## config.mk

```make
export PLATFORM = sky130hd
export DESIGN_NAME = stepper_pulse_driver_flat
export DESIGN_NICKNAME = d
export VERILOG_FILES = /design/src/rtl/scara_stepper_pkg.sv /design/src/rtl/stepper_pulse_driver_if.sv /design/src/rtl/step_channel.sv /design/src/rtl/stepper_pulse_driver.sv /design/src/flat_wrapper.sv
export SDC_FILE = /design/constraint.sdc
export NUM_CORES = 1
export LEC_CHECK = 0
export BUFFER_PORTS_ARGS = -buffer_cell sky130_fd_sc_hd__buf_2
export CORE_MARGIN = 2
export CORE_UTILIZATION = 45
export CTS_CLUSTER_DIAMETER = 80
export DETAILED_ROUTE_END_ITERATION = 10
export PLACE_DENSITY = 0.75
export RECOVER_POWER = 100
export SYNTH_ARGS = -nofsm -noshare
export SYNTH_HDL_FRONTEND = slang
export SYNTH_SLANG_ARGS = --single-unit
export TNS_END_PERCENT = 5
```

## constraint.sdc

```tcl
create_clock -name clk -period 5.67 [get_ports clk]
set_input_delay 1.134 -clock clk [delete_from_list [all_inputs] [get_ports clk]]
set_output_delay 1.134 -clock clk [all_outputs]
set_load 0.02 [all_outputs]
```

## src/rtl/scara_stepper_pkg.sv

```systemverilog
// scara_stepper_pkg: shared state encoding, default timing and widths for the stepper driver
package scara_stepper_pkg;
    typedef enum logic [2:0] {BOOT, DONE, IDLE, SETUP, HIGH, LOW} stepper_state_t;
    localparam int DEF_DIR_SETUP_CYCLES   = 50;
    localparam int DEF_PULSE_HIGH_CYCLES  = 100;
    localparam int DEF_STEP_PERIOD_CYCLES = 50000;
    localparam int POS_WIDTH  = 16;
    localparam int STEP_WIDTH = 8;
endpackage

```

## src/rtl/stepper_pulse_driver_if.sv

```systemverilog
// stepper_pulse_driver_if: step-command bus between the SCARA controller and the pulse driver
interface stepper_pulse_driver_if;
    import scara_stepper_pkg::*;
    logic [STEP_WIDTH-1:0] steps1, steps2;
    logic dir1, dir2, dataReady, stepperReady;
    modport master(output steps1, steps2, dir1, dir2, dataReady, input stepperReady);
    modport slave(input steps1, steps2, dir1, dir2, dataReady, output stepperReady);
endinterface

```

## src/rtl/step_channel.sv

```systemverilog
// step_channel: per-axis remaining count, direction latch, signed position and step pin
module step_channel
    import scara_stepper_pkg::*;
(
    input  logic                  clk,
    input  logic                  reset,
    input  logic                  load,
    input  logic [STEP_WIDTH-1:0] steps,
    input  logic                  dir,
    input  logic                  stepStrobe,
    input  logic                  pulseEnd,
    output logic                  stepPin,
    output logic                  dirPin,
    output logic [POS_WIDTH-1:0]  pos,
    output logic                  remZero
);
    logic [STEP_WIDTH-1:0] rem;

    assign remZero = rem == '0;

    // A strobe on an exhausted axis is ignored, so the shorter axis simply stays low.
    always_ff @(posedge clk or posedge reset)
        if (reset) begin
            rem     <= '0;
            dirPin  <= 1'b0;
            pos     <= '0;
            stepPin <= 1'b0;
        end else if (load) begin
            rem    <= steps;
            dirPin <= dir;
        end else if (stepStrobe && !remZero) begin
            rem     <= rem - STEP_WIDTH'(1);
            pos     <= dirPin ? pos + POS_WIDTH'(1) : pos - POS_WIDTH'(1);
            stepPin <= 1'b1;
        end else if (pulseEnd)
            stepPin <= 1'b0;
endmodule

```

## src/rtl/stepper_pulse_driver.sv

```systemverilog
// stepper_pulse_driver: accepts two-axis step commands and emits lockstep step/dir pulses
module stepper_pulse_driver
    import scara_stepper_pkg::*;
#(
    parameter int DIR_SETUP_CYCLES   = DEF_DIR_SETUP_CYCLES,
    parameter int PULSE_HIGH_CYCLES  = DEF_PULSE_HIGH_CYCLES,
    parameter int STEP_PERIOD_CYCLES = DEF_STEP_PERIOD_CYCLES
)(
    input  logic                  clk,
    input  logic                  reset,
    stepper_pulse_driver_if.slave cmd,
    output logic                  stepPin1,
    output logic                  stepPin2,
    output logic                  dirPin1,
    output logic                  dirPin2,
    output logic                  busy,
    output logic [POS_WIDTH-1:0]  pos1,
    output logic [POS_WIDTH-1:0]  pos2
);
    localparam int LOW_CYCLES = STEP_PERIOD_CYCLES - PULSE_HIGH_CYCLES;
    localparam int MAX_CYCLES = DIR_SETUP_CYCLES > STEP_PERIOD_CYCLES ? DIR_SETUP_CYCLES : STEP_PERIOD_CYCLES;
    localparam int CW = $clog2(MAX_CYCLES + 1);

    stepper_state_t state, state_nx;
    logic [CW-1:0]  cnt;
    logic           dr_q, accept, phase_end, strobe, pulse_end, rz1, rz2;

    // Edges outside IDLE are swallowed because dr_q keeps tracking the strobe level.
    assign accept = state == IDLE && cmd.dataReady && !dr_q;
    assign cmd.stepperReady = state == DONE;
    assign busy = state inside {SETUP, HIGH, LOW};

    always_comb begin
        phase_end = cnt == (state == SETUP ? CW'(DIR_SETUP_CYCLES - 1)
                          : state == HIGH  ? CW'(PULSE_HIGH_CYCLES - 1)
                          :                  CW'(LOW_CYCLES - 1));
        strobe    = phase_end && (state == SETUP || (state == LOW && !(rz1 && rz2)));
        pulse_end = phase_end && state == HIGH;
        state_nx  = state == BOOT ? DONE
                  : state == DONE ? IDLE
                  : state == IDLE ? (!accept ? IDLE : (cmd.steps1 == '0 && cmd.steps2 == '0) ? DONE : SETUP)
                  : !phase_end    ? state
                  : state == SETUP ? HIGH
                  : state == HIGH  ? LOW
                  : (rz1 && rz2)   ? DONE : HIGH;
    end

    // The phase counter restarts on every state change, so each phase times itself from zero.
    always_ff @(posedge clk or posedge reset)
        if (reset) begin
            state <= BOOT;
            cnt   <= '0;
            dr_q  <= 1'b0;
        end else begin
            state <= state_nx;
            cnt   <= state_nx != state ? '0 : cnt + CW'(1);
            dr_q  <= cmd.dataReady;
        end

    step_channel u_ch1 (
        .clk(clk), .reset(reset), .load(accept), .steps(cmd.steps1), .dir(cmd.dir1),
        .stepStrobe(strobe), .pulseEnd(pulse_end), .stepPin(stepPin1), .dirPin(dirPin1),
        .pos(pos1), .remZero(rz1)
    );

    step_channel u_ch2 (
        .clk(clk), .reset(reset), .load(accept), .steps(cmd.steps2), .dir(cmd.dir2),
        .stepStrobe(strobe), .pulseEnd(pulse_end), .stepPin(stepPin2), .dirPin(dirPin2),
        .pos(pos2), .remZero(rz2)
    );
endmodule

```

## src/flat_wrapper.sv

```systemverilog
// flat-port wrapper written by rule: the top's interface ports become plain ports
module stepper_pulse_driver_flat import scara_stepper_pkg::*;
#(
    parameter int DIR_SETUP_CYCLES   = DEF_DIR_SETUP_CYCLES,
    parameter int PULSE_HIGH_CYCLES  = DEF_PULSE_HIGH_CYCLES,
    parameter int STEP_PERIOD_CYCLES = DEF_STEP_PERIOD_CYCLES
)
  (clk, reset, stepPin1, stepPin2, dirPin1, dirPin2, busy, pos1, pos2, cmd_steps1, cmd_steps2, cmd_dir1, cmd_dir2, cmd_dataReady, cmd_stepperReady);
  stepper_pulse_driver_if cmd_i ();
  input  logic clk;
  input  logic reset;
  output logic stepPin1;
  output logic stepPin2;
  output logic dirPin1;
  output logic dirPin2;
  output logic busy;
  output logic [POS_WIDTH-1:0] pos1;
  output logic [POS_WIDTH-1:0] pos2;
  input wire logic [$bits(cmd_i.steps1)-1:0] cmd_steps1;
  input wire logic [$bits(cmd_i.steps2)-1:0] cmd_steps2;
  input wire logic [$bits(cmd_i.dir1)-1:0] cmd_dir1;
  input wire logic [$bits(cmd_i.dir2)-1:0] cmd_dir2;
  input wire logic [$bits(cmd_i.dataReady)-1:0] cmd_dataReady;
  output wire logic [$bits(cmd_i.stepperReady)-1:0] cmd_stepperReady;
  assign cmd_i.steps1 = cmd_steps1;
  assign cmd_i.steps2 = cmd_steps2;
  assign cmd_i.dir1 = cmd_dir1;
  assign cmd_i.dir2 = cmd_dir2;
  assign cmd_i.dataReady = cmd_dataReady;
  assign cmd_stepperReady = cmd_i.stepperReady;
  stepper_pulse_driver #(.DIR_SETUP_CYCLES(DIR_SETUP_CYCLES), .PULSE_HIGH_CYCLES(PULSE_HIGH_CYCLES), .STEP_PERIOD_CYCLES(STEP_PERIOD_CYCLES)) u_core (.clk(clk), .reset(reset), .cmd(cmd_i), .stepPin1(stepPin1), .stepPin2(stepPin2), .dirPin1(dirPin1), .dirPin2(dirPin2), .busy(busy), .pos1(pos1), .pos2(pos2));
endmodule
```

==> metrics.cfg, run 1 <==
[routing]
vias = 4199
drt_iter0_markers = 210
highest_layer = met4
finalWirelength_um = 10800
via_per_inst = 5.61
postRouteAntennaNets = 0
drt-pass1-iter-count = 5
drt-met1-wl_um = 5030
dr_wl_met2_um = 5090
route.met3.wl_um = 449
wire_per_inst_um = 14.4
drc = 0

[global_routing]
grtUsageTotal_pct = 20.1
grt_pass1_vias = 4121
grt-ovfl-total = 0
grt_max_degree = 41
antenna_found_initial = 0
grt_pass1_wl_um = 18700

[worst_setup_path]
crit_start = u_core.u_ch1.rem[4]$_DFFE_PP0P_
crit_type = reg2reg
crit_path_start_kind = register
critPathMostFrequentCell = nor2_1
worstPathRequired_ns = 5.81
cp_cell_sequence = or4_1 -> nor4b_1 -> and3_1 -> mux2_2 -> nor2_1 -> o21ai_0 -> nor2_1
crit_arrival_ns = 4.05
rr_startpoint = u_core.u_ch1.rem[4]$_DFFE_PP0P_
crit_path_max_fanout = 16
slowest_stage = o21ai_0
cp_num_buf_inv = 0
critical_path.max_stage_delay_ns = 1.32
crit_family = simple AND/OR/NAND/NOR gates
crit_path_end_kind = register

[finish]
insertedDiodeCount = 0
fill_cells = 993
fin_cells = 749
areaGrowthSynthToFinish_pct = 11.7
final_layout_size_suffix_gt1_share_pct = 6.85
nNetsFinal = 664
final_common_cell = nand2_1
final_cell_mix = 81 x nand2_1, 72 x dfrtp_1, 55 x nor2_1

[floorplanning]
initial_utilization_pct = 46.3
rows = 37
die_area_mm2 = 0.0114
core-area_mm2 = 0.0103
die_h_um = 107
die-width_um = 107
ios = 59

[run]
drv_cap = 3

[power_and_ir_drop]
p_leak_uw = 0.00239
p_int_uw = 1170
swShare_pct = 39.8
clkPwrFrac_pct = 23.5
power_density_mw_per_mm2 = 367
seq_power_share_pct = 38.8
p_sw_uw = 776
combPwrFrac_pct = 37.8
ir_drop_uv = 148

[place]
port_buffers = 58
dpl.cell_count = 733
gp_congestion = 0.878
dp_hpwl_um = 7740

[logic_synthesis]
synth_edf_count = 0
synthMuxAreaShare_pct = 0.657
avgSynthCellArea_um2 = 8.59
synth_area_leaders = dfrtp_1 38%, ha_1 8.7%, nand2_1 6.4%
ys_types = 58
synth-compound-area-share_pct = 17.1
yosys.area_share.simple_pct = 24.4
synth_ff_type = dfrtp_1
syn-num-nets = 610
synth_fa_ha_area_share_pct = 9.52
yosys.area.top_type_share_pct = 37.9
synth_area_mm2 = 0.00476
synth_top_family_by_area = simple AND/OR/NAND/NOR gates
yosysWarnings = 0
synth_area_leader_cell = dfrtp_1
synth_xor_xnor_area_share_pct = 7.54
yosysSeqAreaShare_pct = 37.9
async_flop_share_pct = 100
synth-seq-cells = 72
syn_inst = 554

[status]
status = finished with violations
violations = capacitance limit, slew limit

[clocking]
ctsHoldBuffers = 0
cts_inserted_buffers = 9
clk_path_buf_depth = 2
cts_root_buf = clkbuf_8
cts_sinks = 72
clk_latency_ns = 0.35
cts_tree = built
htree_levels = 3
cts-resized-gates = 0
cts.clk_slew.worst_paths_ns = 0.08
post_cts_buffers = 0

[sta]
fin_worst_skew_ns = 0.0150
fmax_mhz = 256
slew_violations = 92
period_minus_slack_ns = 3.91
worst_slew_pin_slew_ns = 1.76
rsz0062_at_grt = false
setup_viol = 0
relSlewSlack_pct = -17.6
hold_viol_final = 0
timing.setup.tns_ns = 0
fin_crit_sh_pct = 68.9

[min_path]
hp-class = reg2reg
min_from = u_core.u_ch2.pos[15]$_DFFE_PP0P_

## power groups by stage
stage          clock network, uW  registers (uW)  logic, uW
5_1_grt                      490             773        836
2_1_floorplan                  0             726        589
6_report                     458             756        736
3_5_place_dp                   0             757        733
3_3_place_gp                   0             750        695
4_1_cts                      467             749        739
## cell families (layout without fill, tap and decap cells)
| family | after synthesis | count (layout) |
|---|---|---|
| flops | 72 | 72 |
| simple gates | 241 | 241 |
| fa+ha+maj | 35 | 35 |
| xor+xnor | 41 | 41 |
| compound gates | 129 | 129 |
| mux | 3 | 3 |
| buf+inv | 33 | 92 |
## metrics by stage
stage / total power, uW / util (%) / instance area [um2] / hold WS, ns / worst slack [ns]
final: 1950 / 51.7 / 5320 / 0.486 / 1.76
after global routing: 2100 / 51.7 / 5320 / 0.503 / 1.34
after CTS: 1950 / 52.3 / 5380 / 0.484 / 2.21
after detailed placement: 1490 / 50.2 / 5160 / 0.467 / 2.22
after global placement: 1440 / 50.2 / 5160 / 0.463 / 2.33
after floorplan: 1320 / - / 4760 / 0.465 / 2.71
## flip-flops by register name, summed over array words and instances, names as in the netlist
register / cells
u_core.cnt: 16
u_core.dr_q: 1
u_core.state: 3
u_core.u_ch1.dirPin: 1
u_core.u_ch1.pos: 16
u_core.u_ch1.rem: 8
u_core.u_ch1.stepPin: 1
u_core.u_ch2.dirPin: 1
u_core.u_ch2.pos: 16
u_core.u_ch2.rem: 8
u_core.u_ch2.stepPin: 1
## layer usage
layer / vias to the layer above / track usage [%]
met1: 1994 / 25.9
met4: 0 / 6.31
met5: - / 0
met2: 94 / 33.8
li1: 2098 / -
met3: 13 / 4.26
## cell usage after synthesis, drive strengths merged, types with 3 or more instances
cell type / count
nand3: 30
o21a: 4
and3: 10
or4: 6
dfrtp: 72
ha: 33
o31ai: 3
xnor2: 21
or3: 3
a21oi: 25
nor4: 12
nor2: 55
xor2: 20
o21ai: 46
nand2b: 6
a21o: 7
clkbuf: 12
and2: 7
a2111o: 3
o21bai: 6
buf: 5
o211ai: 10
nand2: 81
a31oi: 3
a211oi: 10
inv: 16
nor3: 16
## area by class of cell
type | instances | area [um2] | area share [%]
inverters | 16 | 60.1 | 1.13
clock inverters | 6 | 82.6 | 1.55
repair buffers | 60 | 250 | 4.71
flip-flops and latches | 72 | 1800 | 33.9
well taps | 136 | 170 | 3.20
multi-input cells | 449 | 2810 | 52.9
clock buffers | 10 | 138 | 2.59
## path summary, 6_finish.rpt
path                                                    end  slack, ns  cells after the start
hold / removal             u_core.u_ch2.pos[15]$_DFFE_PP0P_       0.49                      1
max in group asynchronous   u_core.u_ch1.rem[0]$_DFFE_PP0P_       2.12                      3
hold reg to reg            u_core.u_ch2.pos[15]$_DFFE_PP0P_       0.49                      1
min in group asynchronous   u_core.u_ch1.pos[7]$_DFFE_PP0P_       1.23                      2
setup reg to reg                   u_core.cnt[10]$_DFF_PP0_       1.76                      7
setup / recovery                   u_core.cnt[10]$_DFF_PP0_       1.76                      7
Power figures use the tool's default switching activity.
==> run 2: changes to the inputs <==
- PLACE_DENSITY: 0.75 -> 0.78
- clock period: 5.67 -> 3.55 ns (I/O delays scaled with it)
==> metrics.cfg, run 2 (synthesis gave the netlist of run 1 again) <==
[sta]
relSlewSlack_pct = 2.22  ; was -17.6%
slew_violations = 0  ; was 92
fin_crit_sh_pct = 89.1  ; was 68.9%
setup_viol = 0  ; unchanged
fmax_mhz = 316  ; was 256 MHz
fin_worst_skew_ns = 0.0149  ; was 0.0150 ns
worst_slew_pin_slew_ns = 1.47  ; was 1.76 ns
layout_setup_ws_ns = 0.387  ; was 1.76 ns
rsz0062_at_grt = false  ; unchanged
timing.setup.tns_ns = 0  ; unchanged
period_minus_slack_ns = 3.16  ; was 3.91 ns
hold_viol_final = 0  ; unchanged
whs_ns = 0.487  ; was 0.486 ns

[clocking]
cts.clk_slew.worst_paths_ns = 0.07  ; was 0.08 ns
cts_inserted_buffers = 9  ; unchanged
clk_latency_ns = 0.35  ; about the same
clk_path_buf_depth = 2  ; unchanged
post_cts_buffers = 0  ; unchanged
cts_tree = built  ; unchanged
cts_root_buf = clkbuf_8  ; unchanged
cts_sinks = 72  ; unchanged
cts-resized-gates = 0  ; unchanged
htree_levels = 3  ; unchanged
ctsHoldBuffers = 0  ; unchanged

[place]
port_buffers = 58  ; unchanged
gp_congestion = 0.876  ; was 0.878
place_ws_ns = 0.517  ; was 2.22 ns
dp_hpwl_um = 7880  ; was 7740 um
post_dp_cell_area_mm2 = 0.00519  ; was 0.00516 mm2

[routing]
drc = 0  ; unchanged
finalWirelength_um = 10700  ; was 10800 um
vias = 4221  ; was 4199
drt_iter0_markers = 214  ; was 210
wire_per_inst_um = 14.2  ; was 14.4 um
postRouteAntennaNets = 0  ; unchanged
via_per_inst = 5.61  ; about the same
drt-pass1-iter-count = 5  ; unchanged

[finish]
areaGrowthSynthToFinish_pct = 12.5  ; was 11.7%
insertedDiodeCount = 0  ; unchanged
final_layout_size_suffix_gt1_share_pct = 7.31  ; was 6.85%
multi_input_area_mm2 = 0.00281  ; about the same
final_cell_mix = 81 x nand2_1, 72 x dfrtp_1, 55 x nor2_1  ; unchanged
reg_top3 = u_core.cnt (16), u_core.u_ch1.pos (16), u_core.u_ch2.pos (16)  ; unchanged
seq_area_mm2 = 0.00180  ; unchanged
final_common_cell = nand2_1  ; unchanged
fill_cells = 974  ; was 993
nNetsFinal = 668  ; was 664
fin_area_mm2 = 0.00536  ; was 0.00532 mm2

[worst_setup_path]
cp_num_buf_inv = 0  ; unchanged
crit_arrival_ns = 3.37  ; was 4.05 ns
slowest_stage = or4_1  ; was o21ai_0
critical_path.max_stage_delay_ns = 0.78  ; was 1.32 ns
worstPathRequired_ns = 3.76  ; was 5.81 ns
cp_num_cells = 7  ; unchanged
cp_cell_sequence = nor4_1 -> or4b_1 -> and4_2 -> or4_1 -> and2_4 -> o21ai_0 -> o211ai_1  ; was or4_1 -> nor4b_1 -> and3_1 -> mux2_2 -> nor2_1 -> o21ai_0 -> nor2_1
crit_path_max_fanout = 15  ; was 16
crit_family = simple AND/OR/NAND/NOR gates  ; unchanged
r2r_cells = 7  ; unchanged
crit_type = reg2reg  ; unchanged
crit_path_end_kind = register  ; unchanged
crit_path_start_kind = register  ; unchanged

[min_path]
hp-class = reg2reg  ; unchanged
whs_path_depth = 1  ; unchanged

[floorplanning]
die-width_um = 107  ; unchanged
die_area_mm2 = 0.0114  ; unchanged
ios = 59  ; unchanged
initial_utilization_pct = 46.3  ; unchanged
core-area_mm2 = 0.0103  ; unchanged
die_h_um = 107  ; unchanged
rows = 37  ; unchanged

[global_routing]
grt_pass1_wl_um = 18200  ; was 18700 um
grt-ovfl-total = 0  ; unchanged
grtUsageTotal_pct = 19.6  ; was 20.1%
antenna_found_initial = 0  ; unchanged
grt_max_degree = 40  ; was 41
grt_pass1_vias = 4005  ; was 4121

[power_and_ir_drop]
clkPwrFrac_pct = 24.6  ; was 23.5%
ir_drop_uv = 275  ; was 148 uV
seq_power_share_pct = 37.5  ; was 38.8%
p_int_uw = 1940  ; was 1170 uW
p_leak_uw = 0.00241  ; was 0.00239 uW
power_density_mw_per_mm2 = 588  ; was 367 mW/mm2
swShare_pct = 38.5  ; was 39.8%
combPwrFrac_pct = 37.9  ; was 37.8%
p_sw_uw = 1210  ; was 776 uW

[status]
status = complete, no violations  ; was finished with violations

[run]
drv_cap = 0  ; was 3

## run 2: cell count changes in the layout (fill, tap and decap cells not counted), moves of 2 or more
cell,previous run,this run
clkbuf_8,10,13
clkinv_2,3,0
clkbuf_1,40,42
o21ai_0,45,43
## run 2: metal layers
| metal | GRT usage, % | vias up | share of wire [%] |
|---|---|---|---|
| met2 | 33.4 | 101 | 49 |
| met1 | 25.0 | 2002 | 46 |
| met5 | 0 | - | 0 |
| met4 | 6.86 | 0 | 1.1 |
| met3 | 3.53 | 9 | 4.6 |
| li1 | - | 2109 | - |
## run 2: worst paths after layout
check | slack (ns) | end | from
min in group asynchronous | 0.78 | u_core.u_ch1.pos[7]$_DFFE_PP0P_ | reset
min reg2reg | 0.49 | u_core.u_ch1.pos[15]$_DFFE_PP0P_ | u_core.u_ch1.pos[15]$_DFFE_PP0P_
max | 0.39 | u_core.u_ch1.rem[4]$_DFFE_PP0P_ | u_core.cnt[7]$_DFF_PP0_
max in group asynchronous | 1.11 | u_core.u_ch2.rem[0]$_DFFE_PP0P_ | reset
max reg2reg | 0.39 | u_core.u_ch1.rem[4]$_DFFE_PP0P_ | u_core.cnt[7]$_DFF_PP0_
min | 0.49 | u_core.u_ch1.pos[15]$_DFFE_PP0P_ | u_core.u_ch1.pos[15]$_DFFE_PP0P_
## run 2: power groups by stage
stage	clock [uW]	combinational [uW]	sequential, uW
floorplan	0	941	1160
global placement	0	1140	1180
detailed placement	0	1200	1190
CTS	790	1210	1180
global route	826	1350	1210
finish	775	1190	1180
## run 2: area by class of cell
| type | instances | share of cell area (%) |
|---|---|---|
| Clock buffer | 13 | 3.34 |
| Clock inverter | 2 | 1.12 |
| Inverter | 16 | 1.12 |
| Multi-Input combinational cell | 449 | 52.5 |
| Sequential cell | 72 | 33.6 |
| Tap cell | 136 | 3.18 |
| Timing Repair Buffer | 64 | 5.05 |
## run 2: metrics by stage
step	utilization (%)	power, uW	cells
3_5_place_dp	50.5	2380	737
3_3_place_gp	50.5	2310	737
5_1_grt	52.1	3390	752
6_report	52.1	3150	752
4_1_cts	52.8	3170	752
2_1_floorplan	-	2100	554
## run 2: worst register-to-register path, cell delays in order, from the launching register on
cell      delay, ns
dfrtp_1        0.45
nor4_1         0.46
or4b_1         0.49
and4_2         0.25
or4_1          0.78
and2_4         0.31
o21ai_0        0.16
o211ai_1       0.13
==> run 3: changes to the inputs <==
- CELL_PAD_IN_SITES_DETAIL_PLACEMENT: default -> 0
- CELL_PAD_IN_SITES_GLOBAL_PLACEMENT: default -> 1
- CORE_UTILIZATION: 45 -> 40
- GPL_ROUTABILITY_DRIVEN: default -> 0
- PLACE_DENSITY: 0.78 -> 0.88
==> metrics.cfg, run 3 (synthesis gave the netlist of run 1 again) <==
[floorplanning]
ios = 59  ; unchanged
die_area_mm2 = 0.0128  ; was 0.0114 mm2
die_h_um = 113  ; was 107 um
die-width_um = 113  ; was 107 um
core-area_mm2 = 0.0115  ; was 0.0103 mm2
initial_utilization_pct = 41.3  ; was 46.3%
rows = 39  ; was 37

[status]
violations = DRC, capacitance limit, slew limit
status = finished with violations  ; was complete, no violations

[sta]
setup_viol = 0  ; unchanged
worst_slew_pin_slew_ns = 1.85  ; was 1.47 ns
rsz0062_at_grt = false  ; unchanged
relSlewSlack_pct = -23.1  ; was 2.22%
fin_worst_skew_ns = 0.00784  ; was 0.0149 ns
period_minus_slack_ns = 3.21  ; was 3.16 ns
layout_setup_ws_ns = 0.341  ; was 0.387 ns
fmax_mhz = 312  ; was 316 MHz
hold_viol_final = 0  ; unchanged
slew_violations = 73  ; was 0
timing.setup.tns_ns = 0  ; unchanged
fin_crit_sh_pct = 90.4  ; was 89.1%

[min_path]
hp-class = reg2reg  ; unchanged

[worst_setup_path]
worst_r2r_endpoint = u_core.u_ch1.rem[2]$_DFFE_PP0P_  ; was u_core.u_ch1.rem[4]$_DFFE_PP0P_
r2r_cells = 7  ; unchanged
crit_arrival_ns = 3.42  ; was 3.37 ns
worstPathRequired_ns = 3.76  ; about the same
rr_startpoint = u_core.cnt[7]$_DFF_PP0_  ; unchanged
crit_path_end_kind = register  ; unchanged
crit_path_max_fanout = 11  ; was 15
crit_type = reg2reg  ; unchanged
crit_path_start_kind = register  ; unchanged
crit_start = u_core.cnt[7]$_DFF_PP0_  ; unchanged
r2r_slack_ns = 0.34  ; was 0.39 ns
endpoint = u_core.u_ch1.rem[2]$_DFFE_PP0P_  ; was u_core.u_ch1.rem[4]$_DFFE_PP0P_

[place]
dp_hpwl_um = 7790  ; was 7880 um
port_buffers = 58  ; unchanged
dpl.cell_count = 748  ; was 737
place_ws_ns = 0.614  ; was 0.517 ns

[finish]
fin_util_pct = 47.5  ; was 52.1%
reg_top3 = u_core.cnt (16), u_core.u_ch1.pos (16), u_core.u_ch2.pos (16)  ; unchanged
fin_cells = 764  ; was 752
final_cell_mix = 81 x nand2_1, 72 x dfrtp_1, 55 x nor2_1  ; unchanged
final_common_cell = nand2_1  ; unchanged
insertedDiodeCount = 0  ; unchanged
areaGrowthSynthToFinish_pct = 14.8  ; was 12.5%
nNetsFinal = 672  ; was 668
final_layout_size_suffix_gt1_share_pct = 7.41  ; was 7.31%

[run]
drv_cap = 1  ; was 0

[clocking]
cts.clk_slew.worst_paths_ns = 0.06  ; was 0.07 ns
ctsHoldBuffers = 0  ; unchanged
clk_latency_ns = 0.34  ; was 0.35 ns
clk_path_buf_depth = 2  ; unchanged
post_cts_buffers = 0  ; unchanged
cts_root_buf = clkbuf_16  ; was clkbuf_8
cts-resized-gates = 0  ; unchanged
cts_sinks = 72  ; unchanged
htree_levels = 3  ; unchanged
cts_tree = built  ; unchanged
cts_inserted_buffers = 9  ; unchanged

[global_routing]
grt_max_degree = 73  ; was 40
grtUsageTotal_pct = 17.6  ; was 19.6%
antenna_found_initial = 0  ; unchanged
grt_pass1_wl_um = 18300  ; was 18200 um
grt-ovfl-total = 0  ; unchanged
grt_pass1_vias = 3873  ; was 4005

[routing]
drc = 6  ; was 0
drt-pass1-iter-count = 7  ; was 5
postRouteAntennaNets = 0  ; unchanged
via_per_inst = 5.47  ; was 5.61
drt_iter0_markers = 249  ; was 214
vias = 4176  ; was 4221
finalWirelength_um = 10700  ; about the same
wire_per_inst_um = 14.1  ; was 14.2 um

[power_and_ir_drop]
p_leak_uw = 0.00245  ; was 0.00241 uW
power_density_mw_per_mm2 = 615  ; was 588 mW/mm2
ir_drop_uv = 397  ; was 275 uV

[run 3: power breakdown]
group          internal [uW]  switching, uW  leakage, uW
clock                    633            353     0.000152
sequential               982            208     0.000945
combinational            490            692      0.00136
total                   2110           1250      0.00245
[run 3: final cells by class]
class | instances | area [um2]
timing repair buffer | 68 | 290
sequential | 72 | 1800
fill | 1112 | 6050
tap | 143 | 179
multi-input combinational | 449 | 2810
clock buffer | 11 | 243
inverter | 16 | 60.1
clock inverter | 5 | 80.1
[run 3: how the worst min path moves through the flow]
stage                                          start                                to  slack [ns]  depth (start not counted)
floorplan                    u_core.cnt[0]$_DFF_PP0_           u_core.cnt[0]$_DFF_PP0_        0.47                          1
global placement    u_core.u_ch2.pos[15]$_DFFE_PP0P_  u_core.u_ch2.pos[15]$_DFFE_PP0P_        0.46                          1
detailed placement  u_core.u_ch2.pos[15]$_DFFE_PP0P_  u_core.u_ch2.pos[15]$_DFFE_PP0P_        0.46                          1
CTS                 u_core.u_ch2.pos[15]$_DFFE_PP0P_  u_core.u_ch2.pos[15]$_DFFE_PP0P_        0.48                          1
global route        u_core.u_ch1.pos[15]$_DFFE_PP0P_  u_core.u_ch1.pos[15]$_DFFE_PP0P_        0.50                          1
finish              u_core.u_ch2.pos[15]$_DFFE_PP0P_  u_core.u_ch2.pos[15]$_DFFE_PP0P_        0.49                          1
[run 3: per-layer routing]
layer | vias to the layer above | part of all wire (%) | GRT usage (%)
met2 | 82 | 45 | 27.1
met1 | 1964 | 49 | 24.5
li1 | 2118 | - | -
met4 | 0 | 1.5 | 6.02
met3 | 12 | 4.3 | 4.07
met5 | - | 0 | 0
[run 3: worst max-delay path, cell delays in order (launching register included)]
cell and delay (ns):
dfrtp_1 0.44, nor4_1 0.41, or4b_1 0.49, and4_2 0.25, or4_1 0.72, and2_0 0.37
o21ai_0 0.25, o211ai_1 0.13
[run 3: metrics by stage]
| stage | cell area (um2) | power [uW] | hold WS [ns] |
|---|---|---|---|
| after floorplan | 4760 | 2100 | 0.465 |
| after global placement | 5230 | 2350 | 0.461 |
| after detailed placement | 5230 | 2390 | 0.461 |
| after CTS | 5550 | 3400 | 0.482 |
| after global routing | 5470 | 3630 | 0.505 |
| final | 5470 | 3360 | 0.487 |
